### src/rtl/auto_load_seq.sv
// Auto-load sequencer: walks FIRST_ADDR..LAST_ADDR issuing one EXECUTE read per word.
// Supports abort after the in-flight word, plus a per-word BUSY timeout with bounded retry.
module auto_load_seq #(
    parameter int                ADDR_W     = 6,
    parameter logic [ADDR_W-1:0] FIRST_ADDR = '0,
    parameter logic [ADDR_W-1:0] LAST_ADDR  = ADDR_W'(33),
    parameter int                GUARD      = 2,
    parameter int                TMO_W      = 10,
    parameter int                MAX_RETRY  = 2
) (
    input  logic              clk_i,
    input  logic              rst_i,
    input  logic              start_i,
    input  logic              busy_i,
    input  logic              al_done_i,
    output logic [ADDR_W-1:0] addr_o,
    output logic              al_ena_o,
    output logic              clr_al_done_o,
    output logic              execute_o,
    output logic              inc_o,
    output logic              completed_o,
    output logic              aborted_o,
    output logic              timed_out_o,
    output logic [1:0]        retries_o,
    output logic [3:0]        al_state_o
);

    localparam int                RTY_W       = (MAX_RETRY < 1) ? 1 : $clog2(MAX_RETRY + 1);
    localparam logic [RTY_W-1:0]  MAX_RETRY_C = RTY_W'(MAX_RETRY);
    localparam logic [TMO_W-1:0]  GUARD_C     = TMO_W'(GUARD);
    localparam logic [TMO_W-1:0]  TMO_LAST    = TMO_W'((2 ** TMO_W) - 2);

    typedef enum logic [3:0] {
        S_IDLE  = 4'd0,
        S_INIT  = 4'd1,
        S_ISSUE = 4'd2,
        S_WAIT  = 4'd3,
        S_NEXT  = 4'd4,
        S_DONE  = 4'd5,
        S_ABORT = 4'd6,
        S_ERROR = 4'd7
    } state_t;

    state_t            state_q, state_d;
    logic [ADDR_W-1:0] addr_q, addr_d;
    logic [RTY_W-1:0]  retry_q, retry_d;
    logic [TMO_W-1:0]  tmo_q, tmo_d;
    logic [1:0]        retries_d;
    logic              past_guard;
    logic              tmo_expired;

    logic              al_ena_q, clr_q, exec_q, inc_q;
    logic              completed_q, aborted_q, timed_out_q;
    logic [1:0]        retries_q;
    logic [3:0]        al_state_q;

    // The last WAIT cycle always ends the guard, so a short timeout can never be masked.
    assign tmo_expired = (tmo_q == TMO_LAST);
    assign past_guard  = (tmo_q >= GUARD_C) || tmo_expired;

    always_comb begin
        // NOTE: every signal gets a default first so no path through the case infers a latch.
        state_d = state_q;
        addr_d  = addr_q;
        retry_d = retry_q;
        tmo_d   = tmo_q;

        case (state_q)
            S_IDLE: begin
                if (start_i) begin
                    state_d = S_INIT;
                    addr_d  = FIRST_ADDR;
                    retry_d = '0;
                end
            end
            S_INIT:  state_d = S_ISSUE;
            S_ISSUE: begin
                state_d = S_WAIT;
                tmo_d   = '0;
            end
            S_WAIT: begin
                if (past_guard && !busy_i) begin
                    if (al_done_i) begin
                        state_d = S_ABORT;
                    end else if (addr_q == LAST_ADDR) begin
                        state_d = S_DONE;
                    end else begin
                        state_d = S_NEXT;
                        addr_d  = addr_q + ADDR_W'(1);
                        retry_d = '0;
                    end
                end else if (tmo_expired) begin
                    if (retry_q < MAX_RETRY_C) begin
                        state_d = S_ISSUE;
                        retry_d = retry_q + RTY_W'(1);
                    end else begin
                        state_d = S_ERROR;
                    end
                end else begin
                    tmo_d = tmo_q + TMO_W'(1);
                end
            end
            S_NEXT:  state_d = S_ISSUE;
            S_DONE, S_ABORT, S_ERROR: begin
                if (!start_i) state_d = S_IDLE;
            end
            default: state_d = S_IDLE;
        endcase

        retries_d = (32'(retry_d) > 3) ? 2'd3 : 2'(retry_d);
    end

    // Outputs are registered from the next state so they line up with state_q.
    always_ff @(posedge clk_i) begin
        // NOTE: sequential state uses non-blocking assignments; reset is sampled on the clock edge.
        if (rst_i) begin
            state_q     <= S_IDLE;
            addr_q      <= FIRST_ADDR;
            retry_q     <= '0;
            tmo_q       <= '0;
            al_ena_q    <= 1'b0;
            clr_q       <= 1'b0;
            exec_q      <= 1'b0;
            inc_q       <= 1'b0;
            completed_q <= 1'b0;
            aborted_q   <= 1'b0;
            timed_out_q <= 1'b0;
            retries_q   <= 2'd0;
            al_state_q  <= 4'd0;
        end else begin
            state_q     <= state_d;
            addr_q      <= addr_d;
            retry_q     <= retry_d;
            tmo_q       <= tmo_d;
            al_ena_q    <= (state_d != S_IDLE);
            clr_q       <= (state_d == S_INIT);
            exec_q      <= (state_d == S_ISSUE);
            inc_q       <= (state_d == S_NEXT);
            completed_q <= (state_d == S_DONE);
            aborted_q   <= (state_d == S_ABORT);
            timed_out_q <= (state_d == S_ERROR);
            retries_q   <= retries_d;
            al_state_q  <= state_d;
        end
    end

    assign addr_o        = addr_q;
    assign al_ena_o      = al_ena_q;
    assign clr_al_done_o = clr_q;
    assign execute_o     = exec_q;
    assign inc_o         = inc_q;
    assign completed_o   = completed_q;
    assign aborted_o     = aborted_q;
    assign timed_out_o   = timed_out_q;
    assign retries_o     = retries_q;
    assign al_state_o    = al_state_q;

endmodule

### config.mk
export PLATFORM = sky130hd
export DESIGN_NAME = auto_load_seq
export DESIGN_NICKNAME = d
export VERILOG_FILES = /design/src/rtl/auto_load_seq.sv
export SDC_FILE = /design/constraint.sdc
export NUM_CORES = 1
export LEC_CHECK = 0
export BUFFER_PORTS_ARGS = -buffer_cell sky130_fd_sc_hd__buf_2
export CORE_UTILIZATION = 46
export CTS_BUF_LIST = sky130_fd_sc_hd__clkbuf_8 sky130_fd_sc_hd__clkbuf_16
export DETAILED_ROUTE_END_ITERATION = 8
export PLACE_DENSITY_LB_ADDON = 0.12
export SYNTH_ARGS = -nofsm -noshare
export SYNTH_HDL_FRONTEND = slang
export SYNTH_SLANG_ARGS = --single-unit
### constraint.sdc
create_clock -name clk_i -period 2.2 [get_ports clk_i]
set_input_delay 0.11 -clock clk_i [delete_from_list [all_inputs] [get_ports clk_i]]
set_output_delay 0.11 -clock clk_i [all_outputs]
set_load 0.1 [all_outputs]
==> impl_metrics.toml, run 1 <==
[clocking]
path_clk_slew_ps = 70
cts_tree = "built"
clock_latency_ps = 280
clock-sinks = 29
htreeDepth = 2
cts_hold_buf = 0
cts_root_buf = "clkbuf_8"
cts_made_buffers = 5
cts_buffer_depth = 2

[logic_synthesis]
synth.area.top_cells = "dfxtp_1 (36%), nor4_2 (5.5%), nor2_1 (4.7%)"
synth-async-reset-ratio = 0
ys_ff_latch = 29
synth_area_leader_cell = "dfxtp_1"
syn_inst = 169
netlist.area_leader.share = 0.362
syn_nets = 178
synth-edff-count = 0
synthFlopType = "dfxtp_1"
synth_warnings = 0
synth_cell_types = 49
postSynthAreaPerCell_um2 = 9.49
ys_seq_area_frac = 0.362
syn_area_um2 = 1600

[hold_path]
hold_path_class = "in -> reg"
hp-start = "rst_i"

[global_routing]
use_met1 = 0.250
grt_max_degree = 16
grt.total_usage = 0.215
antenna_found_initial = 0
grt_pass1_wl_um = 5760
grtUsageMet2 = 0.366
first_global_vias = 1282
use_met3 = 0.0630
grt_overflow = 0
grt-busiest-layer = "met2"

[setup_path]
critPathLaunch = "tmo_q[0]"
crit_fanout = 6
cp.required_ps = 2420
worstPathArrival_ps = 2310
crit_chain = "inv_1 > ha_1 > nor4_4 > buf_4 > a31oi_4 > buf_6 > a31oi_4 > or4_1 > a21oi_1"
crit_slowest_cell = "or4_1"
end_kind = "flop"
crit_top_cell = "a31oi_4"
rr_startpoint = "tmo_q[0]"
slowest_delay_ps = 510
startpoint_type = "flop"
crit_type = "reg -> reg"

[placement]
place.gp.congestion = 0.839
portBuffers = 23
placedCellCount = 241
dpl.hpwl_um = 2610
place_ws_ps = 18.4

[sta]
setup_viol = 0
grt_setup_unrepaired = "false"
setup_ws_ps = 107
clock_skew_ps = 8.98
post-route-period-util = 0.951
timing.fmax_ghz = 0.478
setup_tns_ps = 0
fin_crit_ps = 2090
tightest_slew_ps = 605
drv_slew = 0
relSlewSlack = 0.593
finalHoldViolCount = 0

[layout]
final_common_cell = "buf_2"
syn2layout_area_growth_pct = 25.0
drive_gt1_frac = 0.351
filler_cell_count = 335
layout.cells.most_common_list = "buf_2 (23), dfxtp_1 (22), nor2_1 (20), buf_4 (12), nand2_1 (11)"
final_cells = 254
antenna-diode-count = 0
final_nets = 216

[power]
irDropWorstVdd_mv = 0.575
leakagePower_nw = 0.727
power_density_nw_per_um2 = 596

[floorplanning]
start_util = 0.481
die_area_um2 = 3730
rows = 21
die_h_um = 61.1
core-area_um2 = 3340
die_w_um = 61.1
top_level_ports = 24

[flow_run]
cap_violations = 0

[detailed_routing]
dr.pass1.iters = 4
drt_iter0_markers = 61
vias_per_cell = 5.55
routedWlPerCell_um = 14.0
num_vias = 1410
drc = 0
wl_um = 3560
ant_nets = 0

[status]
outcome = "completed"
## registers in the layout, indices dropped and copies added (netlist names)
name           flops
completed_o        1
addr_o             6
aborted_o          1
retries_o          2
inc_o              1
al_state_o         4
clr_al_done_o      1
timed_out_o        1
tmo_q             10
execute_o          1
al_ena_o           1
## layout make-up
type | instances | area, um^2 | share of cell area
clock inverter | 2 | 37.5 | 0.0187
clock buffer | 6 | 82.6 | 0.0412
sequential | 29 | 589 | 0.294
multi-input combinational | 129 | 1000 | 0.498
timing repair buffer | 36 | 216 | 0.108
inverter | 6 | 22.5 | 0.0112
tap | 46 | 57.6 | 0.0287
## synthesized netlist by cell type (2+ instances only)
cell type  count
and3b_1        2
nand3_1        9
and3_1         3
a31o_1         2
or3_1          3
a21oi_1       10
a211oi_2       2
a31oi_4        2
buf_6          2
nor4_2         7
and4_1         3
nand2b_1       3
nor4b_2        2
o21ai_0        2
inv_1          5
nand2_1       11
dfxtp_1       29
nor3_1         3
or4_1          2
o31ai_1        3
nor3_2         2
mux2_1         2
xnor2_1        7
nor3b_2        2
buf_1          2
nor3b_1        2
nor2_1        20
ha_1           4
nand4_1        3
## routing by layer
layer,vias to the layer above,part of all wire
met2,37,0.49
met3,10,0.038
met5,-,0
met1,668,0.45
met4,0,0.025
li1,695,-
## worst max-delay path: cells and delay by family (launching register included)
| family | cells | cell delay, ps |
|---|---|---|
| compound gates | 3 | 540 |
| fa+ha+maj | 1 | 200 |
| buf+inv | 3 | 380 |
| flops | 1 | 350 |
| simple gates | 2 | 570 |
## cells by family (layout without fill, tap and decap cells)
group | Yosys count | in the layout | synth area share
AO/OA/AOI/OAI | 28 | 29 | 0.153
XOR/XNOR | 8 | 8 | 0.0437
adder cells (fa/ha/maj) | 4 | 4 | 0.0312
buffers and inverters | 12 | 50 | 0.0382
flip-flops | 29 | 29 | 0.362
multiplexers | 2 | 2 | 0.0140
other | 1 | 1 | 0.00234
AND/OR/NAND/NOR | 85 | 85 | 0.356
## metrics by stage
stage / hold WS (ps) / util / power (W) / instance area, um^2
final: 175 / 0.601 / 0.00119 / 2010
after global routing: 188 / 0.601 / 0.00124 / 2010
after CTS: 161 / 0.586 / 0.00121 / 1960
after detailed placement: 457 / 0.543 / 0.000631 / 1810
after global placement: 450 / 0.543 / 0.000630 / 1810
after floorplan: 190 / - / 0.000610 / 1610
## report_power, final
group | internal (W) | switching (W) | total [W]
clock network | 0.000368 | 0.000207 | 0.000574
logic | 0.0000201 | 0.0000644 | 0.0000844
registers | 0.000530 | 0.00000552 | 0.000536
total | 0.000918 | 0.000276 | 0.00119
## final timing paths
path | endpoint | slack (ps) | cells past startpoint
max | addr_o[5] | 110 | 9
min | al_state_o[0] | 170 | 2
max reg2reg | addr_o[5] | 110 | 9
min reg2reg | retries_o[0] | 500 | 2
## what timing repair did
item / CTS / global route
endpoints found under the setup margin: 1 / 20
pin swaps: 1 / 3
gates cloned: 0 / 1
buffers inserted: 3 / 1
gates resized for setup: 0 / 5
Note: power is estimated with default switching activity, not from simulation.
==> run 2: changes to the inputs <==
==> constraint.sdc (replaced) <==
create_clock -name clk_i -period 1.9 [get_ports clk_i]
set_input_delay 0.095 -clock clk_i [delete_from_list [all_inputs] [get_ports clk_i]]
set_output_delay 0.095 -clock clk_i [all_outputs]
set_load 0.1 [all_outputs]
==> run 2 against run 1 <==
First-iteration DRC count up 13%. Largest power group unchanged. Combinational power up 27%. Critical path depth down 2.
==> impl_metrics.toml, run 2 (synthesis gave the netlist of run 1 again) <==
[setup_path]
crit_chain = "buf_6 > nor4_4 > buf_4 > a31oi_4 > a31oi_4 > or4_4 > a21oi_2"
cp.required_ps = 2120
crit_type = "reg -> reg"
critPathBufInv = 2
end_kind = "flop"
crit_fanout = 5
worstPathArrival_ps = 2100
slowest_delay_ps = 530
cpLargestDelayFamily = "compound AO/OA/AOI/OAI gates"
crit_slowest_cell = "or4_4"
crit_top_cell = "a31oi_4"
startpoint_type = "flop"

[power]
switching_share = 0.232
seq_power_share = 0.445
power.clock.fraction = 0.477
internal_power_w = 0.00106
switchingPower_w = 0.000320
power_density_nw_per_um2 = 623
irDropWorstVdd_mv = 0.575
p_comb_frac = 0.078
leakagePower_nw = 0.832

[flow_run]
cap_violations = 0

[floorplanning]
start_util = 0.481
die_area_um2 = 3730
die_w_um = 61.1
die_h_um = 61.1
core-area_um2 = 3340
rows = 21
top_level_ports = 24

[layout]
regMostFlops = "tmo_q"
utilization = 0.663
final_area_um2 = 2210
layout.cells.most_common_list = "buf_2 (23), buf_4 (22), nor2_1 (19), dfxtp_1 (17), nand2_1 (11)"
antenna-diode-count = 0
final_common_cell = "buf_2"
final_cells = 269
largest_reg_flops = 10
final_nets = 231
syn2layout_area_growth_pct = 38.0
drive_gt1_frac = 0.444

[clocking]
htreeDepth = 2
clock-sinks = 29
cts_hold_buf = 0
clock_latency_ps = 280
cts_tree = "built"
cts_root_buf = "clkbuf_8"
cts_made_buffers = 5
cts_buffer_depth = 2
path_clk_slew_ps = 60

[detailed_routing]
routedWlPerCell_um = 14.4
dr.pass1.iters = 6
num_vias = 1448
wl_um = 3860
drc = 0
drt_iter0_markers = 69
vias_per_cell = 5.38
ant_nets = 0

[sta]
grt_setup_unrepaired = "true"
post-route-period-util = 0.989
fin_crit_ps = 1880
finalHoldViolCount = 0
setup_tns_ps = 0
timing.fmax_ghz = 0.532
clock_skew_ps = 6.25
setup_viol = 0
drv_slew = 0

[placement]
placedCellCount = 256
portBuffers = 23
dpl.hpwl_um = 2740
place.gp.congestion = 0.872
placed_area_um2 = 1940

[status]
outcome = "completed"

[global_routing]
first_global_vias = 1356
grt_pass1_wl_um = 6290
antenna_found_initial = 0
grt.total_usage = 0.234
grt_overflow = 0
grt_max_degree = 16

[hold_path]
hold_path_class = "in -> reg"
run 2: changes by cell type in the layout (fill, tap and decap cells not counted), moves of 4 or more:
cell / previous run / this run
buf_4: 12 / 22
buf_6: 1 / 5
dfxtp_1: 22 / 17
dfxtp_4: 0 / 5
run 2: layer usage:
layer | GRT usage | up-vias | routed length [um]
met2 | 0.416 | 27 | 2020
met1 | 0.257 | 686 | 1630
met4 | 0.0942 | 0 | 68
li1 | - | 729 | -
met3 | 0.0777 | 6 | 135
met5 | 0 | - | 0
run 2: metrics by stage:
stage	worst slack [ps]	hold slack [ps]	total power, W
after floorplan	-28.0	173	0.000700
after global placement	-55.9	437	0.000726
after detailed placement	-131	442	0.000727
after CTS	0.645	146	0.00139
after global routing	-65.1	167	0.00143
final	20.1	163	0.00138
run 2: worst register-to-register path, delay by kind of cell, from the launching register on:
family | cells | cell delay, ps
compound gates | 3 | 600
simple gates | 2 | 570
buf+inv | 2 | 290
flops | 1 | 360
run 2: cell type report:
type	count	area (um^2)
Timing Repair Buffer	50	337
Fill cell	292	1120
Sequential cell	29	608
Clock inverter	2	33.8
Multi-Input combinational cell	130	1070
Inverter	6	22.5
Tap cell	46	57.6
Clock buffer	6	82.6
run 2: worst paths after layout:
check / start / endpoint / slack [ps] / cells past startpoint
max: tmo_q[1] / addr_o[5] / 20 / 7
min: rst_i / al_state_o[0] / 160 / 2
max reg2reg: tmo_q[1] / addr_o[5] / 20 / 7
min reg2reg: addr_o[4] / addr_o[4] / 490 / 2
run 2: timing repair:
| item | 4_1_cts | 5_1_grt |
|---|---|---|
| gates resized for setup | 1 | 21 |
| setup endpoints to repair | 14 | 25 |
| pin swaps | 4 | 11 |
| setup buffers | 1 | 2 |
| cloned | 1 | 1 |
run 2: power groups by stage:
stage,Combinational (W),Clock (W),Sequential [W]
after floorplan,0.0000344,0,0.000666
after global placement,0.0000990,0,0.000627
after detailed placement,0.000100,0,0.000627
after CTS,0.000104,0.000669,0.000614
after global routing,0.000113,0.000701,0.000614
final,0.000107,0.000657,0.000614
